==> src/rtl/conv_pkg.sv <==
// Shared FSM encoding and read-latency bounds for the tile RAM-to-FIFO loader.
// Latency: n/a (types and constants only).
// Backpressure: n/a.
package conv_pkg;

    typedef enum logic [1:0] {
        IDLE   = 2'd0,
        ISSUE  = 2'd1,
        DRAIN  = 2'd2,
        FINISH = 2'd3
    } state_e;

    localparam int RD_LAT_MIN = 1;
    localparam int RD_LAT_MAX = 4;

    // Keeps the valid-pipe width legal even if an out-of-range latency is configured.
    function automatic int clamp_lat(input int lat);
        if (lat < RD_LAT_MIN) return RD_LAT_MIN;
        if (lat > RD_LAT_MAX) return RD_LAT_MAX;
        return lat;
    endfunction

endpackage

==> src/rtl/tile_ram_to_fifo_if.sv <==
// RAM read port plus FIFO write port of the tile loader, bundled as one bus.
// Latency: n/a (wires only).
// Backpressure: fifo_almost_full from the FIFO side throttles address issue.
interface tile_ram_to_fifo_if #(
    parameter int DW = 32,
    parameter int AW = 16
);
    logic [AW-1:0] ram_addr;
    logic [DW-1:0] data_from_ram;
    logic          fifo_push;
    logic [DW-1:0] data_to_fifo;
    logic          fifo_almost_full;

    // Loader side.
    modport master (
        output ram_addr,
        output fifo_push,
        output data_to_fifo,
        input  data_from_ram,
        input  fifo_almost_full
    );

    // RAM / FIFO side.
    modport slave (
        input  ram_addr,
        input  fifo_push,
        input  data_to_fifo,
        output data_from_ram,
        output fifo_almost_full
    );
endinterface

==> src/rtl/tile_addr_gen.sv <==
// Nested channel/row/column counter producing tile element addresses with adders only.
// Latency: addr is a register; it advances on the edge after each accepted step.
// Backpressure: stall holds counters and address; addr_valid drops while stalled.
module tile_addr_gen #(
    parameter int AW = 16,
    parameter int LW = 8
) (
    input  logic          clk,
    input  logic          rst,
    input  logic          load,
    input  logic [AW-1:0] base_addr,
    input  logic [AW-1:0] ch_stride,
    input  logic [AW-1:0] row_stride,
    input  logic [LW-1:0] tile_ch,
    input  logic [LW-1:0] tile_row,
    input  logic [LW-1:0] tile_col,
    input  logic          step_req,
    input  logic          stall,
    output logic [AW-1:0] addr,
    output logic          addr_valid,
    output logic          last
);

    logic [LW-1:0] c_q, c_d, r_q, r_d, k_q, k_d;
    logic [LW-1:0] nc_q, nc_d, nr_q, nr_d, nk_q, nk_d;
    logic [AW-1:0] cs_q, cs_d, rs_q, rs_d;
    logic [AW-1:0] ch_base_q, ch_base_d;    // address of (c, 0, 0)
    logic [AW-1:0] row_base_q, row_base_d;  // address of (c, r, 0)
    logic [AW-1:0] addr_q, addr_d;
    logic          k_end, r_end, c_end;
    logic [AW-1:0] next_row, next_ch;

    assign k_end      = (k_q == nk_q - LW'(1));
    assign r_end      = (r_q == nr_q - LW'(1));
    assign c_end      = (c_q == nc_q - LW'(1));
    assign last       = k_end && r_end && c_end;
    assign addr_valid = step_req && !stall;
    assign addr       = addr_q;
    assign next_row   = row_base_q + rs_q;
    assign next_ch    = ch_base_q + cs_q;

    // Counter advance: column innermost, then row, then channel; holds after the last element.
    always_comb begin
        c_d        = c_q;
        r_d        = r_q;
        k_d        = k_q;
        nc_d       = nc_q;
        nr_d       = nr_q;
        nk_d       = nk_q;
        cs_d       = cs_q;
        rs_d       = rs_q;
        ch_base_d  = ch_base_q;
        row_base_d = row_base_q;
        addr_d     = addr_q;
        if (load) begin
            c_d        = '0;
            r_d        = '0;
            k_d        = '0;
            nc_d       = tile_ch;
            nr_d       = tile_row;
            nk_d       = tile_col;
            cs_d       = ch_stride;
            rs_d       = row_stride;
            ch_base_d  = base_addr;
            row_base_d = base_addr;
            addr_d     = base_addr;
        end else if (addr_valid && !last) begin
            if (!k_end) begin
                k_d    = k_q + LW'(1);
                addr_d = addr_q + AW'(1);
            end else if (!r_end) begin
                k_d        = '0;
                r_d        = r_q + LW'(1);
                row_base_d = next_row;
                addr_d     = next_row;
            end else begin
                k_d        = '0;
                r_d        = '0;
                c_d        = c_q + LW'(1);
                ch_base_d  = next_ch;
                row_base_d = next_ch;
                addr_d     = next_ch;
            end
        end
    end

    // Counter and address registers.
    always_ff @(posedge clk) begin
        if (!rst) begin
            c_q        <= '0;
            r_q        <= '0;
            k_q        <= '0;
            nc_q       <= '0;
            nr_q       <= '0;
            nk_q       <= '0;
            cs_q       <= '0;
            rs_q       <= '0;
            ch_base_q  <= '0;
            row_base_q <= '0;
            addr_q     <= '0;
        end else begin
            c_q        <= c_d;
            r_q        <= r_d;
            k_q        <= k_d;
            nc_q       <= nc_d;
            nr_q       <= nr_d;
            nk_q       <= nk_d;
            cs_q       <= cs_d;
            rs_q       <= rs_d;
            ch_base_q  <= ch_base_d;
            row_base_q <= row_base_d;
            addr_q     <= addr_d;
        end
    end

endmodule

==> src/rtl/tile_ram_to_fifo.sv <==
// Streams a 3-D tile (channel, row, column) from a RAM into a FIFO.
// Latency: first address one cycle after start; each push RD_LAT cycles after its address.
// Backpressure: fifo_almost_full stalls address issue; in-flight reads always land.
module tile_ram_to_fifo
    import conv_pkg::*;
#(
    parameter int DW     = 32,
    parameter int AW     = 16,
    parameter int LW     = 8,
    parameter int RD_LAT = 2
) (
    input  logic          clk,
    input  logic          rst,
    input  logic          start,
    input  logic          abort,
    input  logic [AW-1:0] base_addr,
    input  logic [AW-1:0] ch_stride,
    input  logic [AW-1:0] row_stride,
    input  logic [LW-1:0] tile_ch,
    input  logic [LW-1:0] tile_row,
    input  logic [LW-1:0] tile_col,
    output logic          busy,
    output logic          done,
    tile_ram_to_fifo_if.master bus
);

    localparam int LAT = clamp_lat(RD_LAT);

    state_e         state_q, state_d;
    logic           zero_q, zero_d;     // some tile dimension was zero at start
    logic [LAT-1:0] vld_q, vld_d;       // one bit per read in flight
    logic           load;
    logic           step_req;
    logic           addr_valid;
    logic           last;
    logic [AW-1:0]  gen_addr;
    logic [DW-1:0]  push_dat;

    // Every load passes through ISSUE for one cycle at least, so an empty tile
    // still reports done two cycles after start without touching the RAM.
    assign load     = (state_q == IDLE) && start;
    assign step_req = (state_q == ISSUE) && !zero_q && !abort;

    tile_addr_gen #(
        .AW (AW),
        .LW (LW)
    ) u_addr_gen (
        .clk        (clk),
        .rst        (rst),
        .load       (load),
        .base_addr  (base_addr),
        .ch_stride  (ch_stride),
        .row_stride (row_stride),
        .tile_ch    (tile_ch),
        .tile_row   (tile_row),
        .tile_col   (tile_col),
        .step_req   (step_req),
        .stall      (bus.fifo_almost_full),
        .addr       (gen_addr),
        .addr_valid (addr_valid),
        .last       (last)
    );

    // Next-state and status decode; start outside IDLE (including the done cycle) is ignored.
    always_comb begin
        state_d = state_q;
        zero_d  = zero_q;
        busy    = 1'b0;
        done    = 1'b0;
        case (state_q)
            IDLE: begin
                if (start) begin
                    zero_d  = (tile_ch == '0) || (tile_row == '0) || (tile_col == '0);
                    state_d = ISSUE;
                end
            end
            ISSUE: begin
                busy = 1'b1;
                if (zero_q) begin
                    state_d = FINISH;
                end else if (abort) begin
                    state_d = DRAIN;
                end else if (addr_valid && last) begin
                    state_d = DRAIN;
                end
            end
            DRAIN: begin
                busy = 1'b1;
                if (vld_q == '0) begin
                    state_d = FINISH;
                end
            end
            FINISH: begin
                done    = 1'b1;
                state_d = IDLE;
            end
            default: state_d = IDLE;
        endcase
    end

    // Read-tracking pipe: a bit enters on issue and leaves as the push strobe.
    always_comb begin
        vld_d    = vld_q << 1;
        vld_d[0] = addr_valid;
    end

    // State, empty-tile flag and valid pipe registers.
    always_ff @(posedge clk) begin
        if (!rst) begin
            state_q <= IDLE;
            zero_q  <= 1'b0;
            vld_q   <= '0;
        end else begin
            state_q <= state_d;
            zero_q  <= zero_d;
            vld_q   <= vld_d;
        end
    end

    assign push_dat          = vld_q[LAT-1] ? bus.data_from_ram : '0;
    assign bus.fifo_push     = vld_q[LAT-1];
    assign bus.data_to_fifo  = push_dat;
    assign bus.ram_addr      = gen_addr;

endmodule
==> src/flat_wrapper.sv <==
// flat-port wrapper written by rule: the top's interface ports become plain ports
module tile_ram_to_fifo_flat import conv_pkg::*;
#(
    parameter int DW     = 32,
    parameter int AW     = 16,
    parameter int LW     = 8,
    parameter int RD_LAT = 2
)
  (clk, rst, start, abort, base_addr, ch_stride, row_stride, tile_ch, tile_row, tile_col, busy, done, bus_ram_addr, bus_fifo_push, bus_data_to_fifo, bus_data_from_ram, bus_fifo_almost_full);
  tile_ram_to_fifo_if #(.DW(DW), .AW(AW)) bus_i ();
  input  logic clk;
  input  logic rst;
  input  logic start;
  input  logic abort;
  input  logic [AW-1:0] base_addr;
  input  logic [AW-1:0] ch_stride;
  input  logic [AW-1:0] row_stride;
  input  logic [LW-1:0] tile_ch;
  input  logic [LW-1:0] tile_row;
  input  logic [LW-1:0] tile_col;
  output logic busy;
  output logic done;
  output wire logic [$bits(bus_i.ram_addr)-1:0] bus_ram_addr;
  output wire logic [$bits(bus_i.fifo_push)-1:0] bus_fifo_push;
  output wire logic [$bits(bus_i.data_to_fifo)-1:0] bus_data_to_fifo;
  input wire logic [$bits(bus_i.data_from_ram)-1:0] bus_data_from_ram;
  input wire logic [$bits(bus_i.fifo_almost_full)-1:0] bus_fifo_almost_full;
  assign bus_ram_addr = bus_i.ram_addr;
  assign bus_fifo_push = bus_i.fifo_push;
  assign bus_data_to_fifo = bus_i.data_to_fifo;
  assign bus_i.data_from_ram = bus_data_from_ram;
  assign bus_i.fifo_almost_full = bus_fifo_almost_full;
  tile_ram_to_fifo #(.DW(DW), .AW(AW), .LW(LW), .RD_LAT(RD_LAT)) u_core (.clk(clk), .rst(rst), .start(start), .abort(abort), .base_addr(base_addr), .ch_stride(ch_stride), .row_stride(row_stride), .tile_ch(tile_ch), .tile_row(tile_row), .tile_col(tile_col), .busy(busy), .done(done), .bus(bus_i));
endmodule
==> config.mk <==
export PLATFORM = sky130hd
export DESIGN_NAME = tile_ram_to_fifo_flat
export DESIGN_NICKNAME = d
export VERILOG_FILES = /design/src/rtl/conv_pkg.sv /design/src/rtl/tile_ram_to_fifo_if.sv /design/src/rtl/tile_addr_gen.sv /design/src/rtl/tile_ram_to_fifo.sv /design/src/flat_wrapper.sv
export SDC_FILE = /design/constraint.sdc
export NUM_CORES = 1
export LEC_CHECK = 0
export CAP_MARGIN = 25
export CELL_PAD_IN_SITES_DETAIL_PLACEMENT = 0
export CELL_PAD_IN_SITES_GLOBAL_PLACEMENT = 1
export CORE_MARGIN = 1
export CORE_UTILIZATION = 30
export CTS_CLUSTER_DIAMETER = 50
export CTS_CLUSTER_SIZE = 28
export DETAILED_ROUTE_END_ITERATION = 8
export GPL_TIMING_DRIVEN = 0
export MAX_ROUTING_LAYER = met4
export PLACE_DENSITY_LB_ADDON = 0.15
export REMOVE_ABC_BUFFERS = 1
export SLEW_MARGIN = 20
export SYNTH_ARGS = -nofsm -noshare
export SYNTH_HDL_FRONTEND = slang
export SYNTH_HIERARCHICAL = 1
export SYNTH_SLANG_ARGS = --single-unit
==> constraint.sdc <==
create_clock -name clk -period 3.75 [get_ports clk]
set_input_delay 0.375 -clock clk [delete_from_list [all_inputs] [get_ports clk]]
set_output_delay 0.375 -clock clk [all_outputs]
set_load 0.05 [all_outputs]
==> impl_results.md, run 1 <==
* Outcome: complete, no violations
* Synth top area share at between 30% and 40%
* Antenna viol nets, final at 0
* Max stage delay on crit path at around 0.56 ns
* Worst IR Drop VDD at 279 uV
* Peak Freq at roughly 0.29 GHz
* RSZ-0062 raised after global routing: false
* Vias at 7648
* Endpoints failing setup at 0
* Pin count of the biggest net entering global routing at 73
* CTS hold repair buffers at 0
* Die Height at between 150 and 200 microns
* Remaining DRCs at 0
* Final worst-path cycle share at between 90% and 100%
* Sw Ratio at between 30% and 40%
* Fillers at between 2000 and 3000
* Critical setup path kind: reg -> reg
* Worst R2R End: u_core/state_q[0]$_SDFFE_PN0P_
* Die Wd at roughly 170 microns
* Avg WL per Cell at between 15 and 20 microns
* EDFF count, synth at 0
* P_leak at 0.00419 uW
* Clock power share at a little over a quarter
* Worst Setup EP: u_core/state_q[0]$_SDFFE_PN0P_
* Total grt overflow at 0
* Initial Util at a little under a third
* Cell Area, Synth at roughly 8300 sq um
* Tot Pwr at 6060 uW
* Clk_skew at about 0.011 ns
* Syn avg cell area at approximately 8.4 sq um
* Period minus WS final at around 3.4 ns
* Synth Register Bits at roughly 130
* Die area at about 28000 sq um
* Critical Path AT at between 3 and 4 ns
* Antenna diodes at 0
* Layout Utilization at 40.4%
* Sequential share of the synthesized area at roughly a third
* Final Max Slew Viols at 0
* Worst min path class: reg -> reg
* Detailed placement HPWL at between 15000 and 20000 microns
* # port buffers at 159
* Combinational share of power at between 40% and 50%
* Final number of hold-violating endpoints at 0
* Leading area contributor after synthesis: dfxtp_1
* Skew-Pair Late Insertion Delay at about 0.43 ns
* H-tree lvl count at 4
* Vias in the first global route at 7328
* Slew HR at ~32%
* CP max stage cell: and3_1
* Wire length of the first global-routing pass at ~42000 microns
* Worst Setup SP: u_core/u_addr_gen/nk_q[0]$_SDFFE_PN0P_
* Slack of the critical path at about 0.33 ns
* Commonest cells post-synth: 133 x dfxtp_1, 112 x nor2_1, 73 x mux2i_1, 73 x nand2_1, 46 x xnor2_1
* Cells on worst reg2reg path at 12
* Startpoint types: flop
* Levels on crit path at 12
* Root Driver: clkbuf_16
* Dpl ws at -0.440 ns
* Share of synthesized registers carrying an async set or reset at 0%
* PwrDens at 554 nW/um^2
* CTS buffer count at 17
* Power share of the sequential group at a little under a third
* CTS tree: yes
* Fin nets at 1281
* Synth Flop Type: dfxtp_1
* Top post-synthesis cells by area: dfxtp_1 32%, mux2i_1 8.8%, ha_1 6.3%
* Bufs on Longest Clock Path at 2
* Core Box Area at between 20000 and 30000 sq um
* CTS sink count at 133
* Synth Instances at 987
* Hold Path Origin: u_core/vld_q[0]$_SDFF_PN0_
* Synth cell types at slightly above 80
* Reg2reg start: u_core/u_addr_gen/nk_q[0]$_SDFFE_PN0P_
* WP buf/inv at 1
* Maxcap violations at 0
* Worst EP required at about 4.1 ns
* R2R Setup Slk at between 0.3 and 0.4 ns
* Placer Congestion at 0.811
* Area delta synth->final at 31.3%
* Layout cell share with drive strength beyond 1 at approximately 6.3%
* Starting DRT DRC Count at about 380
* GR Util All Layers at about a fifth
* Worst-Margin Slew at roughly 1 ns
* Clock transition at the registers of the reported paths at 0.06 ns
* Worst path top cell family by delay: simple AND/OR/NAND/NOR gates
* Crit path cell chain: inv_1 -> ha_1 -> and2_1 -> o21a_1 -> o31ai_1 -> and3_1 -> nand2_4 -> nor3_1 -> nand2_1 -> a221oi_4 -> o21ai_2 -> a221oi_2
* YS warnings at 6
* Area of the multi-input gates at 5440 sq um
* Crit Path Max Fanout at 28
* Final WL at around 27000 microns
* Crit. End Element: flop
* Number of I/O pins at 160
* Initial antenna violation count at 0
* Count leader, synth: dfxtp_1
* Internal power at roughly 3700 uW
* DR vias/cell at between 5 and 6
* Net Switching at 2360 uW
* Reg area at between 2000 and 3000 sq um
* Drt pass-1 iters at 5
* Row count at 60
[area by class of cell]
class                   count  share of cell area, %
multi-input cells         773                   49.7
flip-flops and latches    133                   24.3
repair buffers            166                   15.4
clock buffers              22                   4.43
well taps                 372                   4.25
inverters                  37                   1.33
clock inverters             5                  0.480
[kinds of logic after synthesis]
group / after synthesis / share of synthesized area (%)
AO/OA/AOI/OAI: 220 / 18.7
adder cells (fa/ha/maj): 44 / 6.79
AND/OR/NAND/NOR: 352 / 20.9
XOR/XNOR: 75 / 7.89
flip-flops: 133 / 32.0
multiplexers: 80 / 9.72
buffers and inverters: 83 / 4.09
[worst register-to-register path, delay by kind of cell (launching register included)]
| kind | cells | cell delay [ns] |
|---|---|---|
| and+or+nand+nor | 5 | 1.50 |
| DFF | 1 | 0.44 |
| AOI/OAI and AO/OA | 5 | 1.09 |
| adders and majority gates | 1 | 0.27 |
| buffers and inverters | 1 | 0.07 |
[metrics by stage]
stage	TNS [ns]	cells	instance area [sq um]	hold slack, ns
4_1_cts	0	1507	10900	0.468
6_report	0	1508	10900	0.461
5_1_grt	0	1508	10900	0.490
2_1_floorplan	-69.65	941	8130	0.431
3_5_place_dp	-10.14	1477	10300	0.455
3_3_place_gp	-363.14	1472	10200	0.454
[power by group through the flow]
stage	logic (uW)	registers (uW)	clock network, uW
final	2560	1930	1580
after global routing	2800	1960	1690
after CTS	2550	1930	1630
after detailed placement	2500	1950	0
after global placement	2550	1950	0
after floorplan	1700	2020	0
[registers in the layout, summed over array words and instances, names as in the netlist]
name                          flops
u_core/state_q                    2
u_core/u_addr_gen/addr           16
u_core/u_addr_gen/c_q             8
u_core/u_addr_gen/ch_base_q      16
u_core/u_addr_gen/cs_q           16
u_core/u_addr_gen/k_q             8
u_core/u_addr_gen/nc_q            8
u_core/u_addr_gen/nk_q            8
u_core/u_addr_gen/nr_q            8
u_core/u_addr_gen/r_q             8
u_core/u_addr_gen/row_base_q     16
u_core/u_addr_gen/rs_q           16
u_core/vld_q                      2
u_core/zero_q                     1
[placed cells by master, fill, tap and decap left out, drive strengths merged, types with 26 or more instances in the layout]
cell type | synthesis | routed
xor2 | 29 | 29
inv | 37 | 36
dfxtp | 133 | 133
xnor2 | 46 | 46
nor2 | 113 | 113
o21ai | 45 | 45
clkdlybuf4s50 | 0 | 159
ha | 42 | 42
mux2i | 73 | 73
nand2 | 74 | 74
a21oi | 42 | 42
and2 | 41 | 41
nand3 | 26 | 26
[per-layer routing]
metal,GRT usage (%),part of all wire (%)
met1,26.3,49
met2,30.8,47
met3,3.16,3.8
met4,4.11,0.84
met5,-,0
[what timing repair did]
item	CTS	global route
cloned	1	1
setup endpoints to repair	50	24
endpoints found under the hold margin	0	0
resized for setup	10	5
buffers inserted	2	0
pin swaps	0	2
[worst min-delay path by stage]
| stage | end | cells after the start |
|---|---|---|
| floorplan | u_core/vld_q[1]$_SDFF_PN0_ | 1 |
| global placement | u_core/u_addr_gen/ch_base_q[0]$_SDFFE_PN0P_ | 2 |
| detailed placement | u_core/vld_q[1]$_SDFF_PN0_ | 1 |
| CTS | u_core/vld_q[1]$_SDFF_PN0_ | 1 |
| global route | u_core/vld_q[1]$_SDFF_PN0_ | 1 |
| finish | u_core/vld_q[1]$_SDFF_PN0_ | 1 |
No activity file was read; power rests on OpenSTA's default activity.
==> run 2: changes to the inputs <==
CORE_UTILIZATION = 36   (was 30)
==> impl_results.md, run 2 (same netlist as run 1, synthesis figures left out) <==
* Top Layer Used: met4
* Clock power share at between 20 and 30%
* Startpoint types: flop
* Power share of the sequential group at a little under a third
* Net Switching at 2400 uW
* Row count at 55
* Area delta synth->final at 30.9%
* CTS sink count at roughly 130
* R2R Setup Slk at between 0.2 and 0.25 ns
* Vias in the first global route at ~7000
* CTS buffer count at 17
* Remaining DRCs at 0
* CTS hold repair buffers at 0
* Initial antenna violation count at 0
* Placed Area at between 10000 and 15000 sq um
* Hold Path Origin: u_core/vld_q[0]$_SDFF_PN0_
* Bufs on Longest Clock Path at 2
* Die Wd at about 150 microns
* Crit Path Max Fanout at 12
* Total negative setup slack at 0 ns
* Worst EP required at 4.04 ns
* Worst IR Drop VDD at 284 uV
* Critical setup path kind: reg -> reg
* Slew HR at about 36%
* Combinational share of power at between 40% and 50%
* Total grt overflow at 0
* Placer Congestion at about 0.8
* Most common cell after layout, fill and taps aside: clkdlybuf4s50_1
* P_leak at between 0.004 and 0.005 uW
* Met3 routed WL at 958 microns
* Crit. End Element: flop
* Die area at 23700 sq um
* Endpoints failing setup at 0
* Antenna diodes at 0
* Layout cell share with drive strength beyond 1 at approximately 6.7%
* Outcome: complete, no violations
* Worst R2R End: u_core/u_addr_gen/addr[3]$_SDFFE_PN0P_
* Final number of hold-violating endpoints at 0
* Avg WL per Cell at roughly 18 microns
* Number of I/O pins at 160
* Core Box Area at 22600 sq um
* RSZ-0062 raised after global routing: false
* Clock transition at the registers of the reported paths at roughly 0.06 ns
* Pin count of the biggest net entering global routing at 73
* Skew-Pair Late Insertion Delay at roughly 0.42 ns
* Detailed placement HPWL at between 15000 and 20000 microns
* Drt pass-1 iters at 5
* Final worst-path cycle share at between 90% and 100%
* # port buffers at 159
* Die Height at 154 microns
* CTS tree: yes
* PwrDens at approximately 570 nW/um^2
* Wire length of the first global-routing pass at 39500 microns
* Reg2reg start: u_core/u_addr_gen/nc_q[0]$_SDFFE_PN0P_
* Final WL at between 20000 and 30000 microns
* Vias at 7715
* Fin area at 10900 sq um
* WHS at about 0.46 ns
* Final Max Slew Viols at 0
* Cell count of the worst hold path at 1
* Root Driver: clkbuf_16
* Most frequent cells in the layout: 159 x clkdlybuf4s50_1, 133 x dfxtp_1, 110 x nor2_1
* Sw Ratio at approximately two fifths
* Worst-Margin Slew at ~0.96 ns
* Peak Freq at between 0.2 and 0.3 GHz
* H-tree lvl count at 4
* Critical Path AT at ~3.8 ns
* Initial Util at a little under two fifths
* WL met2 at 11700 microns
* Fin nets at 1281
* DR vias/cell at around 5.4
* Tot Pwr at roughly 6300 uW
* Period minus WS final at approximately 3.5 ns
* Maxcap violations at 0
* Hold EP: u_core/vld_q[1]$_SDFF_PN0_
* Cells on worst reg2reg path at 8
* Starting DRT DRC Count at around 580
* Antenna viol nets, final at 0
* Internal power at between 3000 and 4000 uW
* Worst min path class: reg -> reg
* Layout Utilization at between 40% and 50%
* Clk_skew at about 0.013 ns
* Met1 wire length at ~13000 microns
* GR Util All Layers at a little over a fifth
-- run 2: power by group through the flow --
stage / Clock (uW) / Combinational, uW / Sequential, uW
4_1_cts: 1840 / 2500 / 1920
3_3_place_gp: 0 / 2510 / 1950
6_report: 1810 / 2530 / 1920
5_1_grt: 1910 / 2750 / 1960
2_1_floorplan: 0 / 1700 / 2020
3_5_place_dp: 0 / 2470 / 1950
-- run 2: per-layer routing --
metal  GRT usage (%)  vias up
li1                -     3872
met1            30.4     3667
met2            33.5      165
met3            3.47       11
met4            4.00        0
met5               -        -
-- run 2: layout make-up --
| class | count | area [sq um] |
|---|---|---|
| clock buffers | 17 | 425 |
| clock inverters | 14 | 201 |
| fillers | 2199 | 11700 |
| inverters | 37 | 141 |
| multi-input cells | 773 | 5440 |
| flip-flops and latches | 133 | 2660 |
| well taps | 285 | 357 |
| repair buffers | 166 | 1680 |
-- run 2: repair_timing --
item                                    in CTS  in global routing
buffers inserted                             2                  0
gates resized for setup                      8                  6
cloned                                       1                  1
pin swaps                                    0                  1
endpoints found under the setup margin      46                 42
-- run 2: per-stage QoR --
stage               instances  setup slack, ns
finish                   1425            0.203
global route             1425          0.00149
CTS                      1422          0.00900
detailed placement       1388           -0.732
global placement         1385            -4.94
floorplan                 941            -1.64
-- run 2: how the worst max path moves through the flow --
stage                                                 startpoint                                            to  slack (ns)  cells past startpoint
final                     u_core/u_addr_gen/nc_q[0]$_SDFFE_PN0P_        u_core/u_addr_gen/addr[3]$_SDFFE_PN0P_        0.20                      8
after global routing              u_core/state_q[1]$_SDFFE_PN0P_         u_core/u_addr_gen/r_q[7]$_SDFFE_PP0P_       0.001                     10
after CTS                         u_core/state_q[1]$_SDFFE_PN0P_  u_core/u_addr_gen/ch_base_q[11]$_SDFFE_PN0P_       0.009                     10
after detailed placement                                   start  u_core/u_addr_gen/ch_base_q[11]$_SDFFE_PN0P_       -0.73                      9
after global placement                                     start   u_core/u_addr_gen/ch_base_q[0]$_SDFFE_PN0P_       -4.94                      7
after floorplan                   u_core/state_q[0]$_SDFFE_PN0P_   u_core/u_addr_gen/ch_base_q[0]$_SDFFE_PN0P_       -1.64                      8
-- run 2: worst max-delay path, cell delays in order (launching register included) --
cell and delay, ns:
dfxtp_1 0.35, or4_4 0.59, nor4_1 0.33, a311oi_2 0.09, a2111oi_2 0.77, a41oi_4 0.40
inv_2 0.38, a2111oi_0 0.12, a2111oi_0 0.38
==> RTL edit (settings of run 2) <==
`RD_LAT` is set to 2 in 2 places; all go to 1.
--- a/src/rtl/tile_ram_to_fifo.sv
+++ b/src/rtl/tile_ram_to_fifo.sv
@@ -8,5 +8,5 @@
     parameter int AW     = 16,
     parameter int LW     = 8,
-    parameter int RD_LAT = 2
+    parameter int RD_LAT = 1
 ) (
     input  logic          clk,
--- a/src/flat_wrapper.sv
+++ b/src/flat_wrapper.sv
@@ -5,5 +5,5 @@
     parameter int AW     = 16,
     parameter int LW     = 8,
-    parameter int RD_LAT = 2
+    parameter int RD_LAT = 1
 )
   (clk, rst, start, abort, base_addr, ch_stride, row_stride, tile_ch, tile_row, tile_col, busy, done, bus_ram_addr, bus_fifo_push, bus_data_to_fifo, bus_data_from_ram, bus_fifo_almost_full);
Formal check against the unedited RTL: not equivalent (Yosys sat finds a counterexample within 4 cycles, from zero or initial values and one cycle with rst low).
==> RTL edit against run 2 <==
Synthesized area fell by 0.50%. Synthesized cell count fell by 0.20%. Utilization fell by 0.50 points. Combinational power fell by 2%. First-iteration DRC count rose by 11%. Final area fell by 1.0%. Die area fell by 0.49%. Sequential cell count fell by 1. Routed wire length rose by 0.61%. Power fell by 4.7%. Largest power group unchanged. Worst setup slack improved by 0.0060 ns.
==> RTL edit: results (changes against run 2) <==
- Outcome: complete, no violations
- Place WS: -0.6985 ns (+0.03308 ns)
- DR iter-0 viols: 645 (+11%)
- Dpl cells: 1387 (-0.072%)
- Leading post-synthesis cells by cell area: dfxtp_1 32%, mux2i_1 8.8%, ha_1 6.3%
- Slowest-stage cell, CP: and3_1
- Crit Reg-Reg Startpoint: u_core/u_addr_gen/nk_q[0]
- WHS Path Cells: 2 (+1)
- Met3 track demand over resource: 0.04002 (+0.005355)
- Clk_skew: 0.009628 ns (-0.003395 ns)
- FF-to-FF End: u_core/state_q[0]
- All-Layer GR Usage: 0.2252 (+0.006633)
- Number of global-route vias before repair: 7297 (+4.0%)
- Wire length per cell: 17.95 µm (+0.68%)
- Final WL: 25.56 mm (+0.61%)
- Netlist cell types: 80 (-1.2%)
- Seq/Total Area, Yosys: 0.3188 (-0.0008229)
- Crit path DAT: 3.89 ns (+0.06 ns)
- Cell leakage power: 4.175 nW (-1.3%)
- Switching Share: 0.3891 (+0.004553)
- CP max stage delay: 0.51 ns (-0.26 ns)
- Cells after synthesis: 985 (-0.20%)
- First-pass GRT wire length: 40.22 mm (+1.9%)
- Met1 Track Usage GR: 0.2903 (-0.01341)
- Worst vdd ir: 0.3081 mV (+8.3%)
- Total number of vias: 7795 (+1.0%)
- Clk pwr share: 0.265 (-0.024)
- Placed inst area: 10130 µm² (-0.17%)
- Crit Path Max Fanout: 28 (+16)
- Largest delay share family, worst path: simple AND/OR/NAND/NOR gates
- Met2 Usage GRT: 0.3563 (+0.02165)
- Post-synth top cells: 132 x dfxtp_1, 112 x nor2_1, 74 x nand2_1
- Share of layout cells above drive strength 1: 0.06234 (-0.004331)
- Hold slack: 0.4756 ns (+0.01532 ns)
-- RTL edit: logic make-up (layout without fill, tap and decap cells) --
group                      count (synthesis)  after routing  share of synthesized area
adders and majority gates                 44             44                    0.06824
buffers and inverters                     81            233                    0.04001
xor gates and xnor gates                  75             75                    0.07926
AOI/OAI and AO/OA                        220            222                     0.1837
and+or+nand+nor                          353            353                     0.2123
DFF                                      132            132                     0.3188
muxes                                     80             80                    0.09768
-- RTL edit: repair_timing --
action,in CTS,in global routing
pin swaps,0,1
setup buffers,2,1
cloned,1,1
gates resized for setup,7,5
setup endpoints to repair,45,35
hold endpoints to repair,0,0
hold buffers,0,0
-- RTL edit: how the worst max path moves through the flow --
stage / start / cells past startpoint / slack [ns] / to
finish: u_core/u_addr_gen/nk_q[0] / 12 / 0.21 / u_core/state_q[0]
global route: u_core/state_q[0] / 10 / 0.002 / u_core/u_addr_gen/addr[9]
CTS: u_core/u_addr_gen/nr_q[0] / 10 / 0.06 / u_core/u_addr_gen/addr[3]
detailed placement: start / 9 / -0.70 / u_core/u_addr_gen/ch_base_q[9]
global placement: start / 7 / -4.92 / u_core/u_addr_gen/ch_base_q[11]
floorplan: u_core/state_q[0] / 8 / -1.57 / u_core/u_addr_gen/ch_base_q[0]
-- RTL edit: per-layer routing --
metal	vias up	routed length, µm
met4	0	511
met2	243	11660
met5	-	0
met1	3675	12000
li1	3852	-
met3	25	1392
-- RTL edit: cell type report --
cell class	count	area, µm²
clock inverters	10	82.58
fillers	2231	11850
flip-flops and latches	132	2643
multi-input cells	774	5405
well taps	285	356.6
inverters	35	136.4
clock buffers	22	464.2
repair buffers	166	1704
